===== src/rtl/tlcd_pkg.sv =====
// Shared definitions for the text-LCD bus: FSM encoding, command codes,
// default timing and the latched write payload.
package tlcd_pkg;

    localparam int unsigned CNT_W  = 17;
    localparam int unsigned DATA_W = 8;

    localparam logic [DATA_W-1:0] CMD_CLEAR = 8'h01;
    localparam logic [DATA_W-1:0] CMD_HOME  = 8'h02;

    localparam int unsigned T_SETUP_DEF = 2;
    localparam int unsigned T_EH_DEF    = 12;
    localparam int unsigned T_HOLD_DEF  = 2;
    localparam int unsigned T_EXEC_DEF  = 2000;
    localparam int unsigned T_CLEAR_DEF = 80000;

    typedef enum logic [2:0] {
        ST_IDLE   = 3'd0,
        ST_SETUP  = 3'd1,
        ST_E_HIGH = 3'd2,
        ST_HOLD   = 3'd3,
        ST_WAIT   = 3'd4
    } state_e;

    typedef struct packed {
        logic              lock;
        logic              rs;
        logic [DATA_W-1:0] data;
    } lcd_xfer_t;

    // A phase of N cycles loads N-1; zero-length phases are stretched to one cycle.
    function automatic logic [CNT_W-1:0] dly_load(input int unsigned cycles);
        return (cycles <= 1) ? '0 : CNT_W'(cycles - 1);
    endfunction

    function automatic logic is_long_cmd(input lcd_xfer_t x);
        return !x.rs && ((x.data == CMD_CLEAR) || (x.data == CMD_HOME));
    endfunction

endpackage


===== src/rtl/tlcd_delay_counter.sv =====
// Loadable down-counter used for every LCD bus phase; saturates at zero.
module tlcd_delay_counter
    import tlcd_pkg::*;
(
    input  logic             clk,
    input  logic             rst_n,
    input  logic             start_i,
    input  logic [CNT_W-1:0] load_i,
    output logic             zero_c
);

    logic [CNT_W-1:0] cnt_q, cnt_d;

    always_comb begin
        cnt_d = cnt_q;
        if (start_i) begin
            cnt_d = load_i;
        end else if (cnt_q != '0) begin
            cnt_d = cnt_q - CNT_W'(1);
        end
    end

    always_ff @(posedge clk or negedge rst_n) begin
        if (!rst_n) begin
            cnt_q <= '0;
        end else begin
            cnt_q <= cnt_d;
        end
    end

    assign zero_c = (cnt_q == '0);

endmodule


===== src/rtl/tlcd_bus_arbiter.sv =====
// Two-port arbiter with lockable grant that sequences HD44780-style writes
// (setup, E pulse, hold, execution wait) onto the shared LCD bus.
module tlcd_bus_arbiter
    import tlcd_pkg::*;
#(
    parameter int unsigned T_SETUP = T_SETUP_DEF,
    parameter int unsigned T_EH    = T_EH_DEF,
    parameter int unsigned T_HOLD  = T_HOLD_DEF,
    parameter int unsigned T_EXEC  = T_EXEC_DEF,
    parameter int unsigned T_CLEAR = T_CLEAR_DEF
) (
    input  logic              CLK,
    input  logic              RESETN,
    input  logic [1:0]        req_valid,
    input  logic [1:0]        req_lock,
    input  logic              req_rs0,
    input  logic              req_rs1,
    input  logic [DATA_W-1:0] req_data0,
    input  logic [DATA_W-1:0] req_data1,
    output logic [1:0]        req_ready,
    output logic [1:0]        req_done,
    output logic              grant_owner,
    output logic              busy,
    output logic              TLCD_E,
    output logic              TLCD_RS,
    output logic              TLCD_RW,
    output logic [DATA_W-1:0] TLCD_DATA
);

    localparam logic [CNT_W-1:0] L_SETUP = dly_load(T_SETUP);
    localparam logic [CNT_W-1:0] L_EH    = dly_load(T_EH);
    localparam logic [CNT_W-1:0] L_HOLD  = dly_load(T_HOLD);
    localparam logic [CNT_W-1:0] L_EXEC  = dly_load(T_EXEC);
    localparam logic [CNT_W-1:0] L_CLEAR = dly_load(T_CLEAR);

    state_e     state_q, state_d;
    lcd_xfer_t  xfer_q, xfer_d;
    logic       owner_q, owner_d;
    logic       lock_held_q, lock_held_d;
    logic [1:0] ready_q, ready_d;
    logic [1:0] done_q, done_d;
    logic       e_q, e_d;
    logic       busy_q, busy_d;

    logic             grant_c;
    logic             win_c;
    logic             cnt_start_c;
    logic [CNT_W-1:0] cnt_load_c;
    logic             cnt_zero_c;

    tlcd_delay_counter u_delay (
        .clk     (CLK),
        .rst_n   (RESETN),
        .start_i (cnt_start_c),
        .load_i  (cnt_load_c),
        .zero_c  (cnt_zero_c)
    );

    // A held lock restricts the grant to its owner; otherwise port 0 has priority.
    always_comb begin
        grant_c = 1'b0;
        win_c   = owner_q;
        if (lock_held_q) begin
            grant_c = req_valid[owner_q];
        end else if (req_valid[0]) begin
            grant_c = 1'b1;
            win_c   = 1'b0;
        end else if (req_valid[1]) begin
            grant_c = 1'b1;
            win_c   = 1'b1;
        end
    end

    always_comb begin
        state_d     = state_q;
        xfer_d      = xfer_q;
        owner_d     = owner_q;
        lock_held_d = lock_held_q;
        ready_d     = '0;
        done_d      = '0;
        cnt_start_c = 1'b0;
        cnt_load_c  = '0;
        case (state_q)
            ST_IDLE: begin
                if (grant_c) begin
                    state_d        = ST_SETUP;
                    owner_d        = win_c;
                    xfer_d.lock    = req_lock[win_c];
                    xfer_d.rs      = win_c ? req_rs1 : req_rs0;
                    xfer_d.data    = win_c ? req_data1 : req_data0;
                    ready_d[win_c] = 1'b1;
                    cnt_start_c    = 1'b1;
                    cnt_load_c     = L_SETUP;
                end
            end
            ST_SETUP: begin
                if (cnt_zero_c) begin
                    state_d     = ST_E_HIGH;
                    cnt_start_c = 1'b1;
                    cnt_load_c  = L_EH;
                end
            end
            ST_E_HIGH: begin
                if (cnt_zero_c) begin
                    state_d     = ST_HOLD;
                    cnt_start_c = 1'b1;
                    cnt_load_c  = L_HOLD;
                end
            end
            ST_HOLD: begin
                if (cnt_zero_c) begin
                    state_d     = ST_WAIT;
                    cnt_start_c = 1'b1;
                    cnt_load_c  = is_long_cmd(xfer_q) ? L_CLEAR : L_EXEC;
                end
            end
            ST_WAIT: begin
                if (cnt_zero_c) begin
                    state_d         = ST_IDLE;
                    done_d[owner_q] = 1'b1;
                    lock_held_d     = xfer_q.lock;
                end
            end
            default: state_d = ST_IDLE;
        endcase
        e_d    = (state_d == ST_E_HIGH);
        busy_d = (state_d != ST_IDLE);
    end

    always_ff @(posedge CLK or negedge RESETN) begin
        if (!RESETN) begin
            state_q     <= ST_IDLE;
            xfer_q      <= '0;
            owner_q     <= 1'b0;
            lock_held_q <= 1'b0;
            ready_q     <= '0;
            done_q      <= '0;
            e_q         <= 1'b0;
            busy_q      <= 1'b0;
        end else begin
            state_q     <= state_d;
            xfer_q      <= xfer_d;
            owner_q     <= owner_d;
            lock_held_q <= lock_held_d;
            ready_q     <= ready_d;
            done_q      <= done_d;
            e_q         <= e_d;
            busy_q      <= busy_d;
        end
    end

    assign req_ready   = ready_q;
    assign req_done    = done_q;
    assign grant_owner = owner_q;
    assign busy        = busy_q;
    assign TLCD_E      = e_q;
    assign TLCD_RS     = xfer_q.rs;
    assign TLCD_RW     = 1'b0;
    assign TLCD_DATA   = xfer_q.data;

endmodule


===== config.mk =====
export PLATFORM = sky130hd
export DESIGN_NAME = tlcd_bus_arbiter
export DESIGN_NICKNAME = d
export VERILOG_FILES = /design/src/rtl/tlcd_pkg.sv /design/src/rtl/tlcd_delay_counter.sv /design/src/rtl/tlcd_bus_arbiter.sv
export SDC_FILE = /design/constraint.sdc
export NUM_CORES = 1
export LEC_CHECK = 0
export ABC_CLOCK_PERIOD_IN_PS = 2700
export BUFFER_PORTS_ARGS = -buffer_cell sky130_fd_sc_hd__buf_2
export CAP_MARGIN = 40
export CORE_ASPECT_RATIO = 1.25
export CORE_MARGIN = 4
export CORE_UTILIZATION = 45
export DETAILED_ROUTE_END_ITERATION = 16
export GPL_TIMING_DRIVEN = 0
export MAX_ROUTING_LAYER = met4
export PLACE_DENSITY_LB_ADDON = 0.15
export SETUP_SLACK_MARGIN = 0.05
export SYNTH_ARGS = -nofsm -noshare
export SYNTH_HDL_FRONTEND = slang
export SYNTH_SLANG_ARGS = --single-unit

===== constraint.sdc =====
create_clock -name CLK -period 2.7 [get_ports CLK]
set_clock_uncertainty 0.2 [all_clocks]
set_input_delay 0.27 -clock CLK [delete_from_list [all_inputs] [get_ports CLK]]
set_output_delay 0.27 -clock CLK [all_outputs]
set_load 0.005 [all_outputs]

# --- After elaboration in Yosys (flattened, before gate mapping) ---
# Index checks and enable logic that the tools add are counted.
totals:
  register_bits: 38
  out_inout_bits: 17
  in_bits: 24
  elab_cells: 73
op_classes:
  n_reduce_logical: 13
  n_eq_ne: 7
  magnitude_cmp: 4
  n_mux: 37
  add_sub_neg: 1
op_table:
  columns: ["op", "n"]
  rows:
  - ["2-to-1 mux 17 bit", 4]
  - ["case mux 17 bit (4 select lines)", 1]
  - ["zero test 17 bit", 1]
  - ["2-to-1 mux 1 bit", 17]
  - ["nonzero test 17 bit", 1]
  - ["subtractor 17 x 1 -> 17 bit, second input constant", 1]
  - ["2-to-1 mux 3 bit", 5]
  - ["case mux 3 bit (5 select lines)", 1]
  - ["equality test 3 x 2 -> 1 bit, second input constant", 3]
  - ["equality test 8 x 1 -> 1 bit, second input constant", 1]
  - ["equality test 8 x 2 -> 1 bit, second input constant", 1]
  - ["2-to-1 mux 2 bit", 4]
  - ["2-to-1 mux 8 bit", 1]
  - ["less-than comparator 1 x 2 -> 1 bit, second input constant", 2]
  - ["2-to-1 mux 4 bit", 1]
  - ["AND reduction 2 bit", 2]
  - ["equality test 3 x 1 -> 1 bit, second input constant", 1]
  - ["equality test 3 bit, second input constant", 1]
  - ["logical AND 1 bit", 3]
  - ["zero test 3 bit", 1]
  - ["nonzero test 3 bit", 1]
  - ["OR reduction 3 bit", 1]
  - ["demux 1 bit (select 1 bit)", 2]
  - ["greater-or-equal comparator 1 bit, second input constant", 2]
  - ["4 further kinds", 4]

# --- Longest topological paths before layout ---
# Gate-level depths: netlist (run 1).
depth:
  depth_word: 9
  ltp_mapped: 8
  depth_no_buf: 7

# --- Cells and area by module ---
# Synthesis (run 1) repeated with hierarchy kept, for this count alone.
hier_totals:
  cells_unflattened: 206
  area_unflattened_um2: 2180.8
by_module_without_submodules:
  columns: ["mod", "area_each_um2", "seq_area_each_um2", "n_inst", "cells_per_inst"]
  rows:
  - ["tlcd_bus_arbiter", 1147.4, 525.5, 1, 97]
  - ["tlcd_delay_counter", 1033.5, 425.4, 1, 109]

# --- Worst setup path after synthesis (run 1) ---
# OpenSTA, ideal clock, no wires.
synth_path:
  path_type: "flip-flop to flip-flop"
  start: "register u_delay.cnt_q[0]"
  end: "register lock_held_q"
  period_less_slack_ns: 2.239
  arrival_time_ns: 1.914
  path_buffers: 1
  setup_ns: 0.125
  setup_slack_ns: 0.461
  stages_incl_launch_ff: 9
  required_ns: 2.375
  cell_sequence: "dfrtp_1 inv_1 ha_1 nor4b_1 nand4_1 or2_1 buf_2 nor2_1 mux2_2"
synth_via:
  elab_chain_len: 2
synth_rtl:
  columns: ["element", "line", "source"]
  rows:
  - ["start: declaration", "tlcd_delay_counter.sv:12", "logic [CNT_W-1:0] cnt_q, cnt_d;"]
  - ["start signal: assignment", "tlcd_delay_counter.sv:27", "cnt_q <= cnt_d;"]
  - ["zero test 17 bit", "tlcd_delay_counter.sv:31", "assign zero_c = (cnt_q == '0);"]
  - ["AND reduction 2 bit (no line)", null, null]
  - ["end signal: assignment", "tlcd_bus_arbiter.sv:144", "lock_held_q <= lock_held_d;"]
  - ["end: declaration", "tlcd_bus_arbiter.sv:39", "logic lock_held_q, lock_held_d;"]
# No other way between the ends.
# A chain may end at the register's enable or synchronous reset.

# --- Worst setup path after layout (run 1) ---
# Same ends and word-level chain as after synthesis.

==> impl_results.md, run 1 <==
- Outcome: completed
- Relative slew slack: 0.557
- Placed insts: 305
- Post-Syn Area: 0.00201 sq mm
- Hold Crit Depth: 3
- Fin area: 0.00240 sq mm
- Via count: 1645
- Synthesized Nets: 235
- Worst Reg2Reg Path Length in Cells: 9
- H-tree depth: 2
- Setup TNS: 0 ps
- Clock Latency Late Sink: 290 ps
- Fillers: 385
- Req. time, crit path: 2670 ps
- Tmin final: 2490 ps
- Leak Pwr: 1.15 nW
- Clk root buf: clkbuf_8
- Synth cell types: 42
- Mapped Cells: 209
- CTS clk-pin slew, worst paths: 80 ps
- Standard-cell rows: 26
- Placement-stage cell area: 0.00229 sq mm
- Crit path max fanout: 8
- RR Endpoint: lock_held_q
- First-pass iteration count of the detailed router: 4
- Total track usage: 0.179
- #FFs+latches synth: 38
- Synth-to-Final Area Change: 19.4%
- Starting Density: 0.479
- Post-DP HPWL: 3.16 mm
- Vias per cell: 5.26
- CTS tree: done
- Finished Core Util: 0.572
- Synth top area cells: dfrtp_1 (47%), mux2i_1 (6.0%), nand2_1 (5.4%)
- Core Area: 0.00420 sq mm
- Grt total ovfl: 0
- Peak supply drop: 0.267 mV
- Die H: 82.7 um
- Startpoint types: flop
- Fmax achieved: 401 MHz
- Post-route insts no fill: 313
- CTS buffer count: 5
- Clock sink count: 38
- First-pass GRT wire length: 7.31 mm
- Initial drt markers: 121
- WL per Instance: 13.8 um
- CP Launch Point: u_delay.cnt_q[0]
- Vias in the first global route: 1662
- Inserted Diodes: 0
- Synthesis warning total: 0
- Total area of sequential cells: 951 sq um
- Largest net degree at the start of global routing: 26
- Syn Area/Cell: 9.61 sq um
- Kind of critical path: reg2reg
- Reg2reg start: u_delay.cnt_q[0]
- ANT nets after route: 0
- Final Max Slew Viols: 0
- CP endpoint kind: flop
- Setup slack, reg-to-reg: 210 ps
- Post-synth top area share: 0.474
- DIE AREA: 0.00560 sq mm
- Max cap viols: 0
- Worst Hold Launch: req_rs1
- Sequential share of the synthesized area: 0.474
- CTS max path bufs: 2
- Width of the die: 67.8 um
- Final nets: 284
- Number of antenna violations at the first check in global routing: 0
- Pwr per Cell Area: 419 mW/mm^2
- Final setup viols: 0
- RSZ-0062 raised after global routing: no
- Residual DRC: 0
- Total power draw: 1.01 mW
- I/O Pins: 41
- WL final: 4.33 mm
- Final Cycle Share: 0.923
- Top cell type by total area after synthesis: dfrtp_1
- Worst Tran Pin Value: 665 ps
- Hold endpoint: TLCD_RS
- GP Congestion: 0.785
- Crit path DAT: 2460 ps
- Layout cells sized above 1: 0.272
- Hold Crit Class: in2reg
- Area occupied by multi-input gates: 948 sq um
- Final Hold Violating Endpoints: 0
- IO buf count: 39
==> cell usage after synthesis (all sizes together) <==
cell type,count
o31ai,1
nor2b,3
mux2,2
o21ai,18
and2,1
o41ai,1
nor3,8
nand3b,1
nand3,4
conb,1
buf,13
ha,2
xnor2,8
or2,3
nor4,3
o22ai,4
nor2,13
xor2,5
o31a,2
dfrtp,38
a22oi,1
nand4b,1
and3,3
nand2,29
inv,4
o21a,1
a21oi,10
nor3b,1
clkbuf,3
nand4,2
o211ai,2
a21o,2
o221ai,1
mux2i,12
or4,4
nor4b,1
or3,1
==> cell families after synthesis <==
logic type / Yosys count / share of synthesized area
AOI/OAI and AO/OA: 43 / 0.131
xor gates and xnor gates: 13 / 0.0567
adders and majority gates: 2 / 0.0125
buffers and inverters: 20 / 0.0567
DFF: 38 / 0.474
muxes: 14 / 0.0710
other: 1 / 0.00187
and+or+nand+nor: 78 / 0.196
==> how the worst max path moves through the flow <==
stage	endpoint	slack, ps	cells past startpoint
2_1_floorplan	lock_held_q	460	8
3_3_place_gp	lock_held_q	260	8
3_5_place_dp	u_delay.cnt_q[16]	240	7
4_1_cts	lock_held_q	200	8
5_1_grt	u_delay.cnt_q[1]	80	8
6_report	lock_held_q	210	9
==> placed cells by master (no fill, tap or decap), types with 2 or more instances in the layout <==
cell type	n
nand3_1	4
o31a_1	2
buf_2	43
nor3_1	7
inv_1	4
nand4_1	2
or2_2	2
ha_1	2
nor2b_1	3
mux2i_1	12
nor4_1	2
nor2_1	12
o21ai_0	18
clkbuf_8	6
clkbuf_1	3
buf_4	10
a21oi_1	10
xor2_1	5
mux2_2	2
o22ai_1	4
dfrtp_1	38
o211ai_1	2
nand2_1	29
and3_1	3
a21o_1	2
or4_1	4
xnor2_1	8
==> routing by layer <==
metal,wire length [um],global-route usage,part of all wire,vias up
met5,0,-,0,-
met1,1840,0.203,0.42,791
met2,2290,0.303,0.53,30
met3,171,0.0447,0.039,2
li1,-,-,-,822
met4,32,0.0649,0.0074,0
==> final cells by class <==
| cell class | instances | share of cell area |
|---|---|---|
| Clock buffer | 6 | 0.0344 |
| Multi-Input combinational cell | 151 | 0.395 |
| Sequential cell | 38 | 0.396 |
| Tap cell | 56 | 0.0292 |
| Buffer | 16 | 0.0412 |
| Inverter | 4 | 0.00626 |
| Timing Repair Buffer | 42 | 0.0970 |
==> critical path: stages (launching register included) <==
cell,delay (ps)
dfrtp_1,400
inv_1,120
ha_1,170
nor4b_1,280
nand4_1,140
buf_4,190
or2_1,200
buf_2,160
nor2_1,150
mux2_2,350
==> registers in the layout (all words and copies together) (netlist names) <==
signal	count
xfer_q	1
state_q	3
TLCD_RS	1
u_delay.cnt_q	17
lock_held_q	1
req_done	2
TLCD_DATA	8
busy	1
grant_owner	1
TLCD_E	1
req_ready	2
==> what timing repair did <==
action | 4_1_cts | 5_1_grt
endpoints found under the hold margin | 38 | 0
setup endpoints to repair | 0 | 13
buffers inserted | 0 | 1
resized for setup | 0 | 1
hold buffers | 1 | 0
==> report_power, final <==
group / leakage [nW] / internal (mW) / switching, mW / total, mW
logic: 0.637 / 0.0248 / 0.0239 / 0.0487
clock network: 0.0431 / 0.197 / 0.191 / 0.388
registers: 0.465 / 0.569 / 0 / 0.569
==> metrics by stage <==
step                hold WS [ps]  setup WS, ps
global route                60.0          79.9
CTS                         65.7           202
finish                      68.9           208
global placement             229           262
detailed placement         -4.72           240
floorplan                   -226           461
Power figures use the tool's default switching activity.
==> run 2, diff against run 1 <==
--- a/config.mk
+++ b/config.mk
@@ -18,4 +18,5 @@
 export SETUP_SLACK_MARGIN = 0.05
 export SYNTH_ARGS = -nofsm -noshare
 export SYNTH_HDL_FRONTEND = slang
+export SYNTH_HIERARCHICAL = 1
 export SYNTH_SLANG_ARGS = --single-unit
==> run 2 against run 1 <==
Combinational power rose to 24 times the previous value. Non-clock buffer count is 20 higher. Synthesized cell count is 1.4% lower. Sequential share of layout area decreased by 7.0 points. Via count increased by 11%. First-iteration DRC count shrank 22%. Synthesized area rose by 8.6%. Critical path type unchanged. Critical endpoint is now u_delay/cnt_q[4]. Largest power group is now combinational logic. Highest routed layer unchanged.
==> impl_results.md, run 2 <==
- Mapped Cells: 206
- Biggest register: u_delay/cnt_q
- Tmin final: 2660 ps
- Via count: 1828
- Standard-cell rows: 28
- Final Hold Violating Endpoints: 0
- Hold Crit Class: in2reg
- Fin area: 0.00291 sq mm
- Worst Tran Pin Value: 538 ps
- CP endpoint kind: flop
- Total power draw: 2.58 mW
- Post-route insts no fill: 337
- Most common cell in the synthesized netlist: dfrtp_1
- Die H: 85.8 um
- Synth top area cells: dfrtp_1 (44%), mux2_4 (12%), o31ai_1 (4.5%)
- Residual DRC: 0
- Crit path DAT: 2650 ps
- Core Area: 0.00473 sq mm
- Hold Crit Depth: 3
- Final setup margin: 39.1 ps
- Grt total ovfl: 0
- Layout cells sized above 1: 0.477
- Ys async rst share: 1.00
- ANT nets after route: 0
- RSZ-0062 raised after global routing: yes
- CTS buffer count: 5
- Sequential share of the synthesized area: 0.436
- Outcome: completed
- Post-DP HPWL: 3.47 mm
- Most frequent cells in the layout: buf_2 (40), dfrtp_1 (38), buf_4 (29)
- #FFs+latches synth: 38
- Inserted Diodes: 0
- Syn Area/Cell: 10.6 sq um
- Hold WS: 101 ps
- Final Cycle Share: 0.986
- Setup Slack @ Placement: -490 ps
- DIE AREA: 0.00603 sq mm
- Starting Density: 0.461
- GP Congestion: 0.788
- Relative slew slack: 0.642
- Post-synth top area share: 0.436
- Peak supply drop: 0.381 mV
- Clk root buf: clkbuf_8
- Worst Reg2Reg Path Length in Cells: 12
- CTS clk-pin slew, worst paths: 70 ps
- Largest net degree at the start of global routing: 30
- Synth cell types: 46
- Clock sink count: 38
- CTS tree: done
- Vias in the first global route: 1754
- Reg2reg start: u_delay/cnt_q[4]
- RR Endpoint: u_delay/cnt_q[4]
- Commonest non-fill, non-tap cell in the layout: buf_2
- Max cap viols: 0
- Hold endpoint: grant_owner
- CTS max path bufs: 2
- Number of antenna violations at the first check in global routing: 0
- WL per Instance: 15.7 um
- IO buf count: 39
- First-pass GRT wire length: 8.28 mm
- Max reg flops: 17
- Total track usage: 0.176
- Kind of critical path: reg2reg
- Fillers: 425
- WL final: 5.29 mm
- Final Max Slew Viols: 0
- Req. time, crit path: 2690 ps
- Synth-to-Final Area Change: 33.4%
- Final nets: 302
- First-pass iteration count of the detailed router: 4
- Synth top cells by count: dfrtp_1 (38), nand2_1 (23), mux2_4 (18)
- Vias per cell: 5.42
- Initial drt markers: 94
- Leak Pwr: 1.35 nW
- Placed insts: 308
- Post-synth EDFFs: 0
- Width of the die: 70.3 um
- Post-Syn Area: 0.00218 sq mm
- Pwr per Cell Area: 887 mW/mm^2
- I/O Pins: 41
- Placement-stage cell area: 0.00254 sq mm
- Fmax achieved: 376 MHz
- H-tree depth: 2
- Startpoint types: flop
- Crit path max fanout: 7
- Main synth FF type: dfrtp_1
- Top cell type by total area after synthesis: dfrtp_1
- Clock Latency Late Sink: 290 ps
- Worst Hold Launch: req_valid[1]
- Final setup viols: 0
- Setup slack, reg-to-reg: 40 ps
- Synthesis warning total: 6
## run 2: cell count changes in the layout (fill, tap and decap cells not counted), moves of 7 or more
cell,delta
buf_4,+19
mux2_4,+18
o21ai_0,-17
nand2_1,-12
mux2i_1,-11
o31ai_1,+10
nand2_2,+7
## run 2: cell families after synthesis
logic type	after synthesis	synth area share
buffers and inverters	22	0.0574
adders and majority gates	1	0.00574
other	1	0.00172
xor gates and xnor gates	12	0.0482
DFF	38	0.436
and+or+nand+nor	77	0.196
muxes	22	0.144
AOI/OAI and AO/OA	33	0.111
## run 2: area by class of cell
cell class | count | area, sq um | share of cell area
repair buffers | 62 | 387 | 0.133
well taps | 60 | 75.1 | 0.0258
inverters | 6 | 30.0 | 0.0103
flip-flops and latches | 38 | 951 | 0.327
clock buffers | 7 | 76.3 | 0.0262
multi-input cells | 148 | 1260 | 0.434
plain buffers | 16 | 128 | 0.0439
## run 2: metal layers
metal | share of wire | GRT usage | up-vias
li1 | - | - | 871
met1 | 0.42 | 0.212 | 912
met2 | 0.53 | 0.302 | 37
met3 | 0.032 | 0.0293 | 8
met4 | 0.015 | 0.0557 | 0
met5 | 0 | - | -
## run 2: report_power, final
group          total [mW]  internal, mW  switching, mW
Combinational        1.17         0.680          0.489
Sequential           1.05         0.780          0.269
Clock               0.364         0.178          0.187
## run 2: stage by stage
stage	setup TNS [ps]	util
6_report	0	0.615
3_3_place_gp	-5510	0.534
5_1_grt	-501	0.615
4_1_cts	0	0.585
2_1_floorplan	0	-
3_5_place_dp	-6030	0.538
## run 2: how the worst max path moves through the flow
stage,startpoint,endpoint,slack [ps],cells after the start
after global placement,u_delay/cnt_q[0],u_delay/cnt_q[13],-430,13
after floorplan,u_delay/cnt_q[0],u_delay/cnt_q[13],50,13
final,u_delay/cnt_q[4],u_delay/cnt_q[4],40,12
after CTS,u_delay/cnt_q[4],u_delay/cnt_q[13],70,11
after detailed placement,u_delay/cnt_q[0],u_delay/cnt_q[13],-490,13
after global routing,u_delay/cnt_q[1],u_delay/cnt_q[13],-90,13
## run 2: what timing repair did
action / in CTS / in global routing
endpoints found under the hold margin: 39 / 0
gates cloned: 0 / 1
pin swaps: 5 / 5
setup buffers: 12 / 7
hold buffers: 2 / 0
resized for setup: 7 / 26
endpoints found under the setup margin: 17 / 17
## run 2: critical path: stages (launching register included)
cell and delay (ps):
dfrtp_1 510, nor4b_4 340, nand2b_1 170, nor3_4 260
buf_6 160, inv_8 40, nor3b_4 200, nand2_2 120
nor3_4 170, buf_4 140, buf_6 120, nand2_2 60
o31ai_1 70
